File: src/rtl/hazard_scoreboard.sv
// Hazard scoreboard: tracks register writers in E/M/W, decides D-stage stall and rs/rt forward selects.
// Optional stall statistics counter enabled by defining HAZARD_STATS_EN.
module hazard_scoreboard #(
    parameter int T_W   = 3,
    parameter int REG_W = 5
) (
    input  logic                  clk,
    input  logic                  rst_n,
    input  logic                  id_valid,
    input  logic [REG_W-1:0]      id_rs,
    input  logic [REG_W-1:0]      id_rt,
    input  logic signed [T_W-1:0] id_tuse_rs,
    input  logic signed [T_W-1:0] id_tuse_rt,
    input  logic signed [T_W-1:0] id_tnew,
    input  logic                  id_regwrite,
    input  logic [REG_W-1:0]      id_wreg,
    input  logic                  hold,
    output logic                  stall,
    output logic [1:0]            fwd_rs_sel,
    output logic [1:0]            fwd_rt_sel,
    output logic [31:0]           stall_cnt
);

    localparam int TN_W = T_W - 1;
    localparam logic signed [T_W-1:0] ONE_S = T_W'(1);

    typedef struct packed {
        logic             v;
        logic [REG_W-1:0] wreg;
        logic [TN_W-1:0]  tnew;
    } entry_t;

    entry_t e_q, m_q, w_q;
    entry_t e_d, m_d, w_d;
    entry_t new_entry;
    entry_t m_adv, w_adv;

    logic                  chk_rs, chk_rt;
    logic [2:0]            res_rs, res_rt;
    logic signed [T_W-1:0] tnew_m1;

    function automatic logic [TN_W-1:0] dec_sat(input logic [TN_W-1:0] t);
        return (t == '0) ? '0 : t - TN_W'(1);
    endfunction

    function automatic logic signed [T_W-1:0] tn_s(input logic [TN_W-1:0] t);
        return signed'({1'b0, t});
    endfunction

    // Returns {stall, sel}; the nearest matching stage shadows older ones.
    function automatic logic [2:0] check_src(
        input logic                  chk,
        input logic [REG_W-1:0]      s,
        input logic signed [T_W-1:0] tuse,
        input entry_t                e,
        input entry_t                m,
        input entry_t                w
    );
        logic       hit_e, hit_m, hit_w, st;
        logic [1:0] sel;
        hit_e = chk && e.v && (e.wreg == s);
        hit_m = chk && m.v && (m.wreg == s);
        hit_w = chk && w.v && (w.wreg == s);
        st = (hit_e && (tn_s(e.tnew) > tuse)) ||
             (hit_m && (tn_s(m.tnew) > tuse)) ||
             (hit_w && (tn_s(w.tnew) > tuse));
        if (hit_e)      sel = (e.tnew == '0) ? 2'd1 : 2'd0;
        else if (hit_m) sel = (m.tnew == '0) ? 2'd2 : 2'd0;
        else if (hit_w) sel = (w.tnew == '0) ? 2'd3 : 2'd0;
        else            sel = 2'd0;
        return {st, sel};
    endfunction

    always_comb begin
        chk_rs = id_valid && !id_tuse_rs[T_W-1] && (id_rs != '0);
        chk_rt = id_valid && !id_tuse_rt[T_W-1] && (id_rt != '0);
        res_rs = check_src(chk_rs, id_rs, id_tuse_rs, e_q, m_q, w_q);
        res_rt = check_src(chk_rt, id_rt, id_tuse_rt, e_q, m_q, w_q);
        stall      = res_rs[2] | res_rt[2];
        fwd_rs_sel = res_rs[1:0];
        fwd_rt_sel = res_rt[1:0];
    end

    always_comb begin
        tnew_m1   = id_tnew - ONE_S;
        new_entry = '0;
        if (id_valid && id_regwrite && (id_wreg != '0) && !id_tnew[T_W-1]) begin
            new_entry.v    = 1'b1;
            new_entry.wreg = id_wreg;
            // Result already due by E: clamp the countdown at zero.
            new_entry.tnew = (id_tnew > ONE_S) ? tnew_m1[TN_W-1:0] : '0;
        end
    end

    always_comb begin
        m_adv      = e_q;
        m_adv.tnew = dec_sat(e_q.tnew);
        w_adv      = m_q;
        w_adv.tnew = dec_sat(m_q.tnew);
        e_d = e_q;
        m_d = m_q;
        w_d = w_q;
        if (!hold) begin
            e_d = stall ? '0 : new_entry;
            m_d = m_adv;
            w_d = w_adv;
        end
    end

    always_ff @(posedge clk or negedge rst_n) begin
        if (!rst_n) begin
            e_q <= '0;
            m_q <= '0;
            w_q <= '0;
        end else begin
            e_q <= e_d;
            m_q <= m_d;
            w_q <= w_d;
        end
    end

`ifdef HAZARD_STATS_EN
    logic [31:0] cnt_q, cnt_d;

    always_comb begin
        cnt_d = cnt_q;
        if (stall && !hold && (cnt_q != 32'hFFFF_FFFF)) begin
            cnt_d = cnt_q + 32'd1;
        end
    end

    always_ff @(posedge clk or negedge rst_n) begin
        if (!rst_n) cnt_q <= '0;
        else        cnt_q <= cnt_d;
    end

    assign stall_cnt = cnt_q;
`else
    assign stall_cnt = 32'd0;
`endif

endmodule

File: config.mk
export PLATFORM = sky130hd
export DESIGN_NAME = hazard_scoreboard
export DESIGN_NICKNAME = d
export VERILOG_FILES = /design/src/rtl/hazard_scoreboard.sv
export SDC_FILE = /design/constraint.sdc
export NUM_CORES = 1
export LEC_CHECK = 0
export BUFFER_PORTS_ARGS = -buffer_cell sky130_fd_sc_hd__buf_2
export CORE_MARGIN = 2
export CORE_UTILIZATION = 53
export CTS_BUF_LIST = sky130_fd_sc_hd__clkbuf_8
export CTS_CLUSTER_DIAMETER = 120
export DETAILED_ROUTE_END_ITERATION = 6
export GPL_TIMING_DRIVEN = 1
export PLACE_DENSITY_LB_ADDON = 0.3
export SYNTH_ARGS = -nofsm -noshare
export SYNTH_HDL_FRONTEND = slang
export SYNTH_SLANG_ARGS = --single-unit
export TNS_END_PERCENT = 20
File: constraint.sdc
create_clock -name clk -period 2.35 [get_ports clk]
set_clock_uncertainty 0.2 [all_clocks]
set_input_delay 0.3525 -clock clk [delete_from_list [all_inputs] [get_ports clk]]
set_output_delay 0.3525 -clock clk [all_outputs]
set_load 0.005 [all_outputs]
Word-level counts from Yosys, hierarchy flattened
Index checks and enable logic that the tools add are counted.
{"block": "op_classes", "magnitude_cmp": 7, "add_sub_neg": 3, "bitwise_logic": 1, "n_eq_ne": 6, "n_mux": 14, "reduce_logical": 38}
{"cell": "== test 5 bit", "count": 6}
{"cell": "logical AND 1 bit", "count": 25}
{"cell": "2-to-1 mux 2 bit", "count": 11}
{"cell": "> comparator 3 bit", "count": 6}
{"cell": "2-to-1 mux 8 bit", "count": 2}
{"cell": "nonzero test 5 bit", "count": 3}
{"cell": "zero test 2 bit", "count": 3}
{"cell": "logical OR 1 bit", "count": 4}
{"cell": "subtractor 2 x 1 -> 2 bit, second input constant", "count": 2}
{"cell": "> comparator 3 x 2 -> 1 bit, second input constant", "count": 1}
{"cell": "zero test 1 bit", "count": 3}
{"cell": "subtractor 2 bit, second input constant", "count": 1}
{"cell": "2-to-1 mux 1 bit", "count": 1}
{"cell": "OR 1 bit", "count": 1}
{"block": "word_totals", "input_bits": 29, "out_inout_bits": 37, "elab_cells": 78, "regBits": 24}

Longest topological paths before layout
Gate-level depths: netlist (run 1).
{"block": "logic_depth", "depth_word": 10, "ltp_mapped": 8, "mapped_depth_nobuf": 7}

Least setup slack after synthesis (run 1)
Ideal clock, no wire load.
{"block": "synth_timing", "kind": "input port to output port", "startpoint": "input port id_rt[3]", "endpoint": "output port stall", "t_required_ns": 1.798, "arrival_time_ns": 1.685, "path_buffers": 0, "path_slack_ns": 0.112, "path_stages": 5, "cell_sequence": "or4_4 > o21a_1 > nand4_1 > nand3_4 > or3b_1"}
{"block": "synth_via", "elab_chain_len": 8}
{"item": "start, declared", "line_no": "11", "text": "input logic [REG_W-1:0] id_rt,"}
{"item": "nonzero test 5 bit", "line_no": "76", "text": "chk_rt = id_valid && !id_tuse_rt[T_W-1] && (id_rt != '0);"}
{"item": "logical AND 1 bit", "line_no": "76"}
{"item": "logical AND 1 bit (on tied branches) (2 in a row)", "line_no": "61, 62"}
{"item": "logical AND 1 bit (on tied branches)", "line_no": "64, 65"}
{"item": "logical OR 1 bit", "line_no": "64", "text": "st = (hit_e && (tn_s(e.tnew) > tuse)) ||"}
{"item": "logical OR 1 bit *", "line_no": "65", "text": "(hit_m && (tn_s(m.tnew) > tuse)) ||"}
{"item": "OR 1 bit *", "line_no": "79", "text": "stall = res_rs[2] | res_rt[2];"}
{"item": "end, declared", "line_no": "18", "text": "output logic stall,"}
Mark *: on every way between the ends. The rest lies on a longest branch, timed or not.

Worst setup path in the final report (run 1)
{"block": "layout_timing", "startpoint": "register e_q[1] (netlist name)", "endpoint": "output port stall"}
{"block": "layout_via", "elab_chain_len": 5}
{"item": "start, declared", "line_no": "33", "text": "entry_t e_q, m_q, w_q;"}
{"item": "start signal, assigned", "line_no": "112", "text": "e_q <= '0;"}
{"item": "start signal, assigned", "line_no": "116", "text": "e_q <= e_d;"}
{"item": "> comparator 3 bit", "line_no": "64"}
{"item": "logical AND 1 bit", "line_no": "64"}
{"item": "logical OR 1 bit", "line_no": "64"}
{"item": "logical OR 1 bit", "line_no": "65"}
{"item": "OR 1 bit *", "line_no": "79"}
Marks and branches as above.

==> results list, run 1 <==
* Result of the run: complete, but fails checks
- Violations in the final reports: setup timing
- Highest-delay cell along the critical path: sky130_fd_sc_hd__or4_4
* Sequential cell area in the final layout: 604 µm²
- In this run the number of cells on the critical path is 7.
* Number of I/O port buffers: 33
- The worst hold path was traced through 3 stages.
- Portion of the post-synthesis area used by sequential elements: 29.1%
* Netlist area before placement: 2070 µm²
- Along the worst path, the maximum fanout reaches 3.
- Switching part of the total: 25.7%
* Internal power summed over all cells: 0.756 mW
- The clock passes through at most 2 buffers.
- Clock power share: 35.6%
- The net count of the finished layout is 322.
- CTS tree: yes
* Number of warnings reported in the yosys synthesis log: 0
- GRT Total Usage: 20.4%
- The worst setup path is captured at a primary output.
- The worst setup path is launched from a flop.
* Launch instance of the worst min-delay path: id_wreg[0]
- Gate power share: 19.9%
* Starting Density: 55.6%
- Pre-CTS worst setup slack: -133 ps
- The final-report max-slew violation count was 0.
- Share of async-settable or async-resettable flops after synthesis: 100%
* Number of remaining DRC errors: 0
- With fillers left out, the area of the finished cells amounts to 2460 µm².
- After legalization and detailed placement, the total HPWL measured 3370 µm.
- Drt initial violations: 32
- After layout, the worst path uses 107% of the clock period.
- Remaining global-route overflow: 0
- The first global-routing pass estimated 6760 µm of wire.
- Flop and latch count out of synthesis: 24
- The detail route stage leaves a number of antenna-violating nets equal to 0.
- The most used flip-flop cell after synthesis is sky130_fd_sc_hd__dfrtp_1.
- Worst Path Arrival: 1970 ps
* Pre-Repair DR Iteration Count: 4
- The die is 66.5 µm wide.
- The largest single stage delay on the critical path is 490 ps.
- The number of different library cells used by synthesis comes to 40.
* Mean cell area of the mapped netlist: 9.19 µm²
* Std-Cell Core Area: 3720 µm²
- Layout cells sized above 1: 29.4%
* Vias per std cell: 5.06
* Worst Tran Pin Value: 519 ps
* Worst supply voltage drop on vdd: 0.229 mV
- For the finished layout, the period the worst path requires is 2520 ps.
- Most common cell after layout, fill and taps aside: sky130_fd_sc_hd__buf_2
- Summed over all failing endpoints, the final setup total negative slack is -188 ps.
- Wire length after detailed routing: 4160 µm
- Static timing analysis puts the maximum clock frequency at 396 MHz.
- Max-cap violations: 0
* # diodes: 0
- In this run the critical register-to-register path is launched from e_q[1].
* CTS H-tree depth: 1
- The floorplan has 22 rows.
- Family with the most delay on the worst path: simple AND/OR/NAND/NOR gates
- The library cells used most frequently in the layout, excluding fill and tap cells, are sky130_fd_sc_hd__buf_2 (33), sky130_fd_sc_hd__conb_1 (32), sky130_fd_sc_hd__nand2_1 (26).
- In this run the power density over the cells is 414 nW/µm².
* Post-DR wirelength/cell: 12.7 µm
- Filler cell count in the final layout: 324
- Worst-case reg-to-reg path depth: 7
* Final count of hold timing violations: 0
* Via count of the first global-routing pass: 1516
- Setup Crit Path Kind: flop to primary output
* Clock slew seen by the registers of the worst setup and hold paths: 80 ps
* Number of CTS-inserted buffers: 3
* Clock insertion delay at the later pin of the skew report: 270 ps
- Routability-driven placement finished with a final weighted congestion of 0.793.
* Buffer cell driving the clock tree root: sky130_fd_sc_hd__clkbuf_8
- The final route contains 1656 vias.
- Sequential fraction of design power: 44.4%
- Summing all multi-input logic gate instances after layout gives 1350 µm².
- Startpoint of the worst setup timing path: e_q[1]
* Top-level port count: 66
* Area growth from synthesis to final layout: 18.8%
- Worst Path Buf+Inv: 1
- In this run the tightest slew margin relative to its limit is 65.4%.
* Instance count of the mapped netlist: 225
* Leakage component of the power: 1.14 nW
- Setup violations remaining at the end of the flow were counted as 2.
- Total Die Area: 4420 µm²
- Largest net degree at the start of global routing: 29
* Setup repair after global routing missed its margin: yes
* Die boundary height: 66.5 µm
* Cells along the critical path: ha_4, nor2b_1, o21ai_1, or4_4, nand3_4, or3b_1, buf_2
* Number of enable-type register cells in the synthesized netlist: 0
- At the worst endpoint, the required time is 1800 ps.
- Summing all placed instances gives a cell area of 2290 µm².
* Path type of the worst min-delay path: primary input to flop
* Initial antenna violation count: 0
- In this run the power spent charging and discharging nets is 0.261 mW.
- Clock tree synthesis found a total of 24 sinks.
- Across all setup checks in the final design, the least slack found is -174 ps.
## layer usage
metal | global-route usage [%] | wire (µm) | share of wire (%) | up-vias
met5 | 0 | 0 | 0 | -
met3 | 2.53 | 178 | 4.3 | 7
met2 | 32.6 | 1980 | 48 | 53
met1 | 28.0 | 1920 | 46 | 765
met4 | 8.16 | 78 | 1.9 | 0
li1 | - | - | - | 831
## power groups by stage
stage | clock [mW] | sequential (mW) | combinational, mW
2_1_floorplan | 0 | 0.453 | 0.151
3_3_place_gp | 0 | 0.458 | 0.190
3_5_place_dp | 0 | 0.459 | 0.194
4_1_cts | 0.370 | 0.451 | 0.199
5_1_grt | 0.383 | 0.455 | 0.230
6_report | 0.362 | 0.452 | 0.203
## state kept, by name (all words and copies together), names as in the netlist
name	count
m_q	8
e_q	8
w_q	8
## cells in the mapped netlist (all sizes together), types with 4 or more instances
cell type,instances,area (µm²)
nand3,8,52.6
nand4,7,43.8
or4,5,45.0
buf,33,251
dfrtp,24,601
inv,8,30.0
ha,13,163
xnor2,22,193
nor3,4,20.0
xor2,8,70.1
o31ai,8,60.1
mux2,12,135
a21oi,6,33.8
o21ai,8,51.3
nand2,26,97.6
nor2b,6,37.5
## through the flow
step                cells  power, mW  util, %  hold WS [ps]
floorplan             256      0.605        -          -143
global placement      320      0.648     61.6           161
detailed placement    320      0.653     61.6           163
CTS                   325       1.02     64.0           126
global route          327       1.07     66.1           130
finish                327       1.02     66.1           127
## path summary, 6_finish.rpt
check / to / slack (ps)
min in group asynchronous: w_q[4] / 380
max: stall / -170
max reg2reg: e_q[1] / 300
max in group asynchronous: e_q[1] / 1200
min: e_q[2] / 130
min reg2reg: w_q[7] / 320
## cells by family (layout without fill, tap and decap cells)
group           count (synthesis)  after routing  synth area share [%]
simple gates                   71             71                  18.9
buf+inv                        44             67                  14.2
xor+xnor                       30             30                  12.7
compound gates                 29             29                  10.1
flops                          24             24                  29.1
fa+ha+maj                      13             13                  7.87
mux                            13             13                  7.02
other cells                     1             32                 0.181
## tightest hold or removal path, cell delays in order
cell                      delay (ps)
sky130_fd_sc_hd__buf_2           100
sky130_fd_sc_hd__nand3_1          60
sky130_fd_sc_hd__o31ai_1          60
## timing repair
action | in CTS | in global routing
hold buffers | 1 | 0
resized for setup | 3 | 12
setup endpoints to repair | 3 | 5
endpoints found under the hold margin | 24 | 0
pin swaps | 2 | 8
setup buffers | 0 | 2
## cell type report
cell class | instances | area share (%)
inverter | 8 | 1.22
timing repair buffer | 55 | 13.7
clock buffer | 3 | 1.68
sequential | 24 | 24.6
tap | 48 | 2.45
clock inverter | 1 | 1.22
multi-input combinational | 188 | 55.1
(Power assumes the default switching activity.)
==> inputs of run 2 (changes only) <==
--- a/config.mk
+++ b/config.mk
@@ -13,6 +13,7 @@
 export DETAILED_ROUTE_END_ITERATION = 6
 export GPL_TIMING_DRIVEN = 1
 export PLACE_DENSITY_LB_ADDON = 0.3
+export REMOVE_ABC_BUFFERS = 1
 export SYNTH_ARGS = -nofsm -noshare
 export SYNTH_HDL_FRONTEND = slang
 export SYNTH_SLANG_ARGS = --single-unit
==> run 2 against run 1 <==
The flow still finishes with violations (setup timing); worst setup slack lost 26 ps; clock-buffer cell count is the same; die area is the same; core utilization shrank 1.7 points; critical endpoint unchanged.
==> results list, run 2 (synthesized netlist as in run 1, its figures left out) <==
- The clock period minus worst slack came to 2550 ps (+26.1 ps).
- Drt initial violations: 41 (+28%)
- TritonCTS built the clock tree.
* Number of I/O port buffers: 33 (unchanged)
- The DRC violation count after routing was 0 (unchanged).
- Post-route ant nets: 0 (unchanged)
- Violations in the final reports: setup timing
- The final-layout setup total negative slack came to -228 ps (-39.7 ps).
* Clock slew seen by the registers of the worst setup and hold paths: 90 ps (about the same)
- The share of the clock period used by the worst path is 109% (+1.1 points).
- Clock insertion delay at the later pin of the skew report: 260 ps (about the same)
- # diodes: 0 (unchanged)
* Sequential cell area in the final layout: 602 µm² (-0.41%)
- The total overflow reported by the global router came to 0 (unchanged).
- Chip Width: 66.5 µm (unchanged)
- Area growth from synthesis to final layout: 15.8%
- Maximum buffer depth of the clock tree: 2 (unchanged)
* Power per cell area: 422 nW/µm² (+2.0%)
- The cell leakage power is 1.13 nW (-0.40%).
* Max-slew headroom: 63.5% (-1.9 points)
- The arrival time at the worst endpoint came to 2000 ps (+30 ps).
- Top-level port count: 66 (unchanged)
- The maximum net fanout on the critical path was 3 (unchanged).
* Vias per std cell: 5.04 (-0.48%)
- STA classifies the critical path startpoint as a flop.
- The number of placed instances, taps included came to 320 (unchanged).
- The largest registers in the layout are e_q (8), m_q (8), w_q (8).
- The post-CTS setup repair buffer count is 0 (unchanged).
- Num rows: 22 (unchanged)
- The number of CTS-inserted buffers was 3 (unchanged).
* Max-cap violations: 0 (unchanged)
- The total half-perimeter wirelength after legalization and detailed placement is 3500 µm (+3.8%).
- The initial core utilization is 55.6% (unchanged).
- Layout cells sized above 1: 26.4% (-3.0 points)
- The largest net degree at the start of global routing is 29 (unchanged).
- The cell area after layout is 2390 µm² (-2.5%).
- Leaving out fill and tap cells, the most frequent cell in the layout is sky130_fd_sc_hd__buf_2.
- The post-placement cell area came to 2290 µm² (unchanged).
- The highest clock rate is 392 MHz (-1.0%).
- The post-layout net count is 320 (-0.62%).
* Total Die Area: 4420 µm² (unchanged)
* First-pass GRT wire length: 6880 µm (+1.7%)
- Pre-CTS worst setup slack: -147 ps (-14.6 ps)
- The maximum resistive drop on vdd is 0.300 mV (+31%).
* Final count of hold timing violations: 0 (unchanged)
- GRT Total Usage: 20.5% (+0.14 points)
- Footprint of the multi-input gates: 1310 µm² (-3.0%)
* Register-to-Register Setup Slack: 310 ps (about the same)
- The number of global-route vias before repair was 1540 (+1.6%).
- The final setup violation count was 2 (unchanged).
* Result of the run: complete, but fails checks
- The total number of clock tree sinks was 24 (unchanged).
- Filler cell count in the final layout: 347 (+7.1%)
- The worst setup slack after layout came to -201 ps (-26.1 ps).
- The initial antenna violation count came to 0 (unchanged).
* Final Non-Filler Cells: 325 (-0.61%)
- The measured slew at the worst slew-check pin is 548 ps (+28.9 ps).
* Post-DR wirelength/cell: 12.9 µm (+1.7%)
- The data required time at the worst endpoint is 1800 ps (about the same).
- The number of search-and-repair iterations in the first detailed-routing pass is 4 (unchanged).
- CTS H-tree depth: 1 (unchanged)
- The tree is rooted in a sky130_fd_sc_hd__clkbuf_8.
- The worst setup path is of the flop to primary output kind.
- Setup repair after global routing could not meet its margin everywhere.
* Wire length after detailed routing: 4200 µm (+1.0%)
* Path type of the worst min-delay path: primary input to flop
- Number of vias after detailed routing: 1638 (-1.1%)
* Final RePlAce weighted congestion: 0.894 (+13%)
- The placeable core region was 3720 µm² (unchanged).
- In the layout the commonest cells are sky130_fd_sc_hd__buf_2 (33), sky130_fd_sc_hd__conb_1 (32), sky130_fd_sc_hd__nand2_1 (26).
* Total Power: 1.01 mW (-0.56%)
- The final-report max-slew violation count is 0 (unchanged).
- Capturing element type of the critical path: primary output
* Die boundary height: 66.5 µm (unchanged)
## run 2: cell count changes in the layout (fill, tap and decap cells not counted), sizes merged
cell	delta
buf	-2
## run 2: final timing paths
path / depth (start not counted) / endpoint / start
setup / recovery: 7 / stall / e_q[1]
hold / removal: 3 / e_q[3] / id_wreg[1]
max in group asynchronous: 2 / e_q[5] / rst_n
hold reg to reg: 1 / w_q[7] / w_q[7]
setup reg to reg: 7 / e_q[1] / e_q[1]
min in group asynchronous: 2 / m_q[0] / rst_n
## run 2: cell type report
type	instances	area share [%]
multi-input combinational	188	54.8
sequential	24	25.1
timing repair buffer	53	13.3
tap	48	2.51
clock buffer	3	1.73
clock inverter	1	1.25
inverter	8	1.25
## run 2: where the power goes
| group | leakage (nW) | switching (mW) | internal [mW] | total (mW) |
|---|---|---|---|---|
| registers | 0.328 | 0.0213 | 0.430 | 0.451 |
| logic | 0.768 | 0.106 | 0.0956 | 0.201 |
| clock network | 0.0357 | 0.131 | 0.228 | 0.358 |
| total | 1.13 | 0.258 | 0.753 | 1.01 |
## run 2: critical path, stage by stage, from the launching register on
cell,delay [ps]
sky130_fd_sc_hd__dfrtp_1,420
sky130_fd_sc_hd__ha_1,300
sky130_fd_sc_hd__nor2b_1,130
sky130_fd_sc_hd__o21ai_1,140
sky130_fd_sc_hd__or4_4,150
sky130_fd_sc_hd__nand3_4,80
sky130_fd_sc_hd__or3b_1,370
sky130_fd_sc_hd__buf_2,130
## run 2: metal layers
layer	up-vias	track usage, %	wire (µm)
met5	-	0	0
met4	0	5.61	27
met3	2	1.52	144
met2	43	36.5	2110
met1	772	26.8	1920
li1	821	-	-
## run 2: stage by stage
step                hold WS, ps  utilization [%]
CTS                         137             64.2
floorplan                  -143                -
finish                      139             64.4
global route                148             64.4
global placement            158             61.6
detailed placement          166             61.6
## run 2: what timing repair did
item	CTS	global route
endpoints found under the setup margin	5	5
pin swaps	0	0
hold buffers	1	0
hold endpoints to repair	24	0
gates resized for setup	4	3
==> inputs of run 3 (changes only) <==
--- a/config.mk
+++ b/config.mk
@@ -6,10 +6,8 @@
 export NUM_CORES = 1
 export LEC_CHECK = 0
 export BUFFER_PORTS_ARGS = -buffer_cell sky130_fd_sc_hd__buf_2
-export CORE_MARGIN = 2
 export CORE_UTILIZATION = 53
 export CTS_BUF_LIST = sky130_fd_sc_hd__clkbuf_8
-export CTS_CLUSTER_DIAMETER = 120
 export DETAILED_ROUTE_END_ITERATION = 6
 export GPL_TIMING_DRIVEN = 1
 export PLACE_DENSITY_LB_ADDON = 0.3
==> run 3 against run 2 <==
The flow still finishes with violations (setup timing); sequential power barely moved; sequential share of layout area fell by 0.53 points; clock-buffer cell count did not move; worst hold slack got worse by 12 ps; clock power rose by 2%; cell area rose by 1.9%; fmax fell by 0.90%; cell count rose by 0.62%; sequential cell count did not move; power rose by 1.4%; wire length rose by 3.5%.
==> results list, run 3 (synthesized netlist as in run 1, its figures left out) <==
* Setup repair after global routing missed its margin: yes
* Wire length after detailed routing: 4350 µm (+3.5%)
* Total clock sinks: 24 (unchanged)
* Pre-CTS worst setup slack: -159 ps (-11.9 ps)
* Timing endpoint of the critical path: stall
* Pre-Repair DR Iteration Count: 4 (unchanged)
- # diodes: 0 (unchanged)
- The number of levels in the clock H-tree came to 1 (unchanged).
- The average wire per cell in the routed design came to 13.3 µm (+2.9%).
- Num rows: 22 (unchanged)
- Final Hold Slack: 128 ps (-11.6 ps)
- Chip Width: 64.5 µm (-3.0%)
- Number of I/O port buffers: 33 (unchanged)
- Worst-case reg-to-reg path depth: 7 (unchanged)
- Cells along the critical path: ha_1, nor2b_1, o21ai_1, or4_4, or3b_4, buf_2
- The power per standard cell area is 420 nW/µm² (-0.52%).
* Capturing element type of the critical path: primary output
* Startpoint of the worst setup timing path: e_q[1]
- The worst register-to-register path ends at e_q[0].
* Final count of hold timing violations: 0 (unchanged)
* Registers with the most flip-flops: e_q (8), m_q (8), w_q (8)
* Maximum buffer depth of the clock tree: 2 (unchanged)
- The library cell used most frequently in the layout, excluding fill and tap cells, is sky130_fd_sc_hd__buf_2.
- Layout cells sized above 1: 28.3% (+2.0 points)
- The area of all sequential standard cells came to 601 µm² (-0.21%).
- Register-to-Register Setup Slack: 250 ps (-60 ps)
- Min Clock Period, post-route: 2570 ps (+23.2 ps)
* Drt initial violations: 52 (+27%)
* Post-layout worst setup margin: -224 ps (-23.2 ps)
- Final-report max-slew violation count: 0 (unchanged)
- Setup Crit Path Kind: flop to primary output
- Number of nets in the finished design: 322 (+0.63%)
- Number of cells on the critical path: 6 (-1)
* Buffer cell driving the clock tree root: sky130_fd_sc_hd__clkbuf_8
- The clock-pin transition on the worst setup and hold timing paths came to 90 ps (about the same).
- Largest net degree at the start of global routing: 29 (unchanged)
- Type of origin of the critical path: flop
- The share of the clock period used by the worst path is 110% (+0.99 points).
- Highest-delay cell along the critical path: sky130_fd_sc_hd__dfrtp_1
- The initial antenna violation count is 0 (unchanged).
- The max-capacitance violation count is 0 (unchanged).
- The initial core utilization came to 56.0% (+0.42 points).
* Worst-path fanout max: 3 (unchanged)
- The area of the die came to 4150 µm² (-5.9%).
* Worst Tran Pin Value: 534 ps (-13.8 ps)
* Max-slew headroom: 64.4% (+0.92 points)
* Die boundary height: 64.5 µm (-3.0%)
- The via count normalized by instance count was 5.15 (+2.2%).
* Top-level port count: 66 (unchanged)
* Core occupancy in the finished layout: 66.1% (+1.7 points)
- Path type of the worst min-delay path: primary input to flop
- Post-route ant nets: 0 (unchanged)
* Required time of the critical path: 1800 ps (about the same)
- The peak per-stage delay on the critical path was 430 ps (about the same).
* Std-Cell Core Area: 3690 µm² (-0.74%)
- The number of CTS-inserted buffers came to 3 (unchanged).
- Number of vias after detailed routing: 1685 (+2.9%)
- Via count of the first global-routing pass: 1565 (+1.6%)
* Filler cell count in the final layout: 322 (-7.2%)
* Worst supply voltage drop on vdd: 0.335 mV (+12%)
- The total overflow reported by the global router came to 0 (unchanged).
* Clock insertion delay at the later pin of the skew report: 270 ps (about the same)
- GRT Total Usage: 22.4% (+1.9 points)
- Setup TNS: -271 ps (-43.7 ps)
- Final-report setup violation count: 3 (+1)
* CTS tree: yes
- Leakage component of the power: 1.14 nW (+0.72%)
* First-pass GRT wire length: 7110 µm (+3.4%)
- DPL Wire Length: 3430 µm (-1.9%)
- The flow ran to the end, but the final reports show violations.
* Violations in the final reports: setup timing
- In this design, the largest share of critical-path delay is due to simple AND/OR/NAND/NOR gates.
* Number of remaining DRC errors: 0 (unchanged)
- Worst Path Buf+Inv: 1 (unchanged)
- Worst reg2reg startpoint: e_q[6]
- Compared with the post-synthesis result, the final layout area differs by 18.0%.
- Worst Path Arrival: 2020 ps (+20 ps)
- Maximum operating frequency: 389 MHz (-0.90%)
* Final RePlAce weighted congestion: 0.873 (-2.4%)
* Most used cells in the layout excluding fill and tap cells: sky130_fd_sc_hd__buf_2 (33), sky130_fd_sc_hd__conb_1 (32), sky130_fd_sc_hd__nand2_1 (26)
- Footprint of the multi-input gates: 1350 µm² (+2.5%)
run 3: worst min path at each step:
stage               start     end  slack, ps  cells past startpoint
6_report       id_wreg[0]  e_q[2]        130                      3
4_1_cts        id_wreg[0]  e_q[2]        130                      3
5_1_grt        id_wreg[2]  e_q[4]        130                      3
2_1_floorplan       rst_n  e_q[0]       -140                      0
3_5_place_dp        rst_n  m_q[1]        160                      1
3_3_place_gp        rst_n  m_q[0]        160                      1
run 3: repair_timing:
action | in CTS | in global routing
endpoints found under the hold margin | 24 | 0
pin swaps | 5 | 7
setup buffers | 0 | 2
setup endpoints to repair | 3 | 5
hold buffers | 1 | 0
resized for setup | 8 | 4
run 3: cell type report:
cell class / instances / share of cell area, %
well taps: 48 / 2.46
clock buffers: 3 / 1.69
flip-flops and latches: 24 / 24.6
repair buffers: 55 / 13.6
inverters: 8 / 1.23
multi-input cells: 188 / 55.1
clock inverters: 1 / 1.23
run 3: metrics by stage:
step	instances	area [µm²]	total power, mW
final	327	2440	1.03
after global routing	327	2440	1.08
after CTS	325	2390	1.02
after detailed placement	320	2290	0.655
after global placement	320	2290	0.649
after floorplan	220	1920	0.559
run 3: where the power goes:
part	switching, mW	leakage (nW)	internal (mW)
combinational	0.108	0.774	0.0983
clock	0.138	0.0357	0.228
sequential	0.0228	0.330	0.430
run 3: tightest hold or removal path, cell delays in order:
cell and delay, ps:
sky130_fd_sc_hd__buf_2 100, sky130_fd_sc_hd__nand3_1 60, sky130_fd_sc_hd__o31ai_1 60
run 3: routing by layer:
layer	up-vias	track usage [%]	wire, µm
met5	-	0	0
met4	0	7.50	60
met3	5	2.29	199
met2	60	39.2	2210
met1	786	28.7	1880
li1	834	-	-
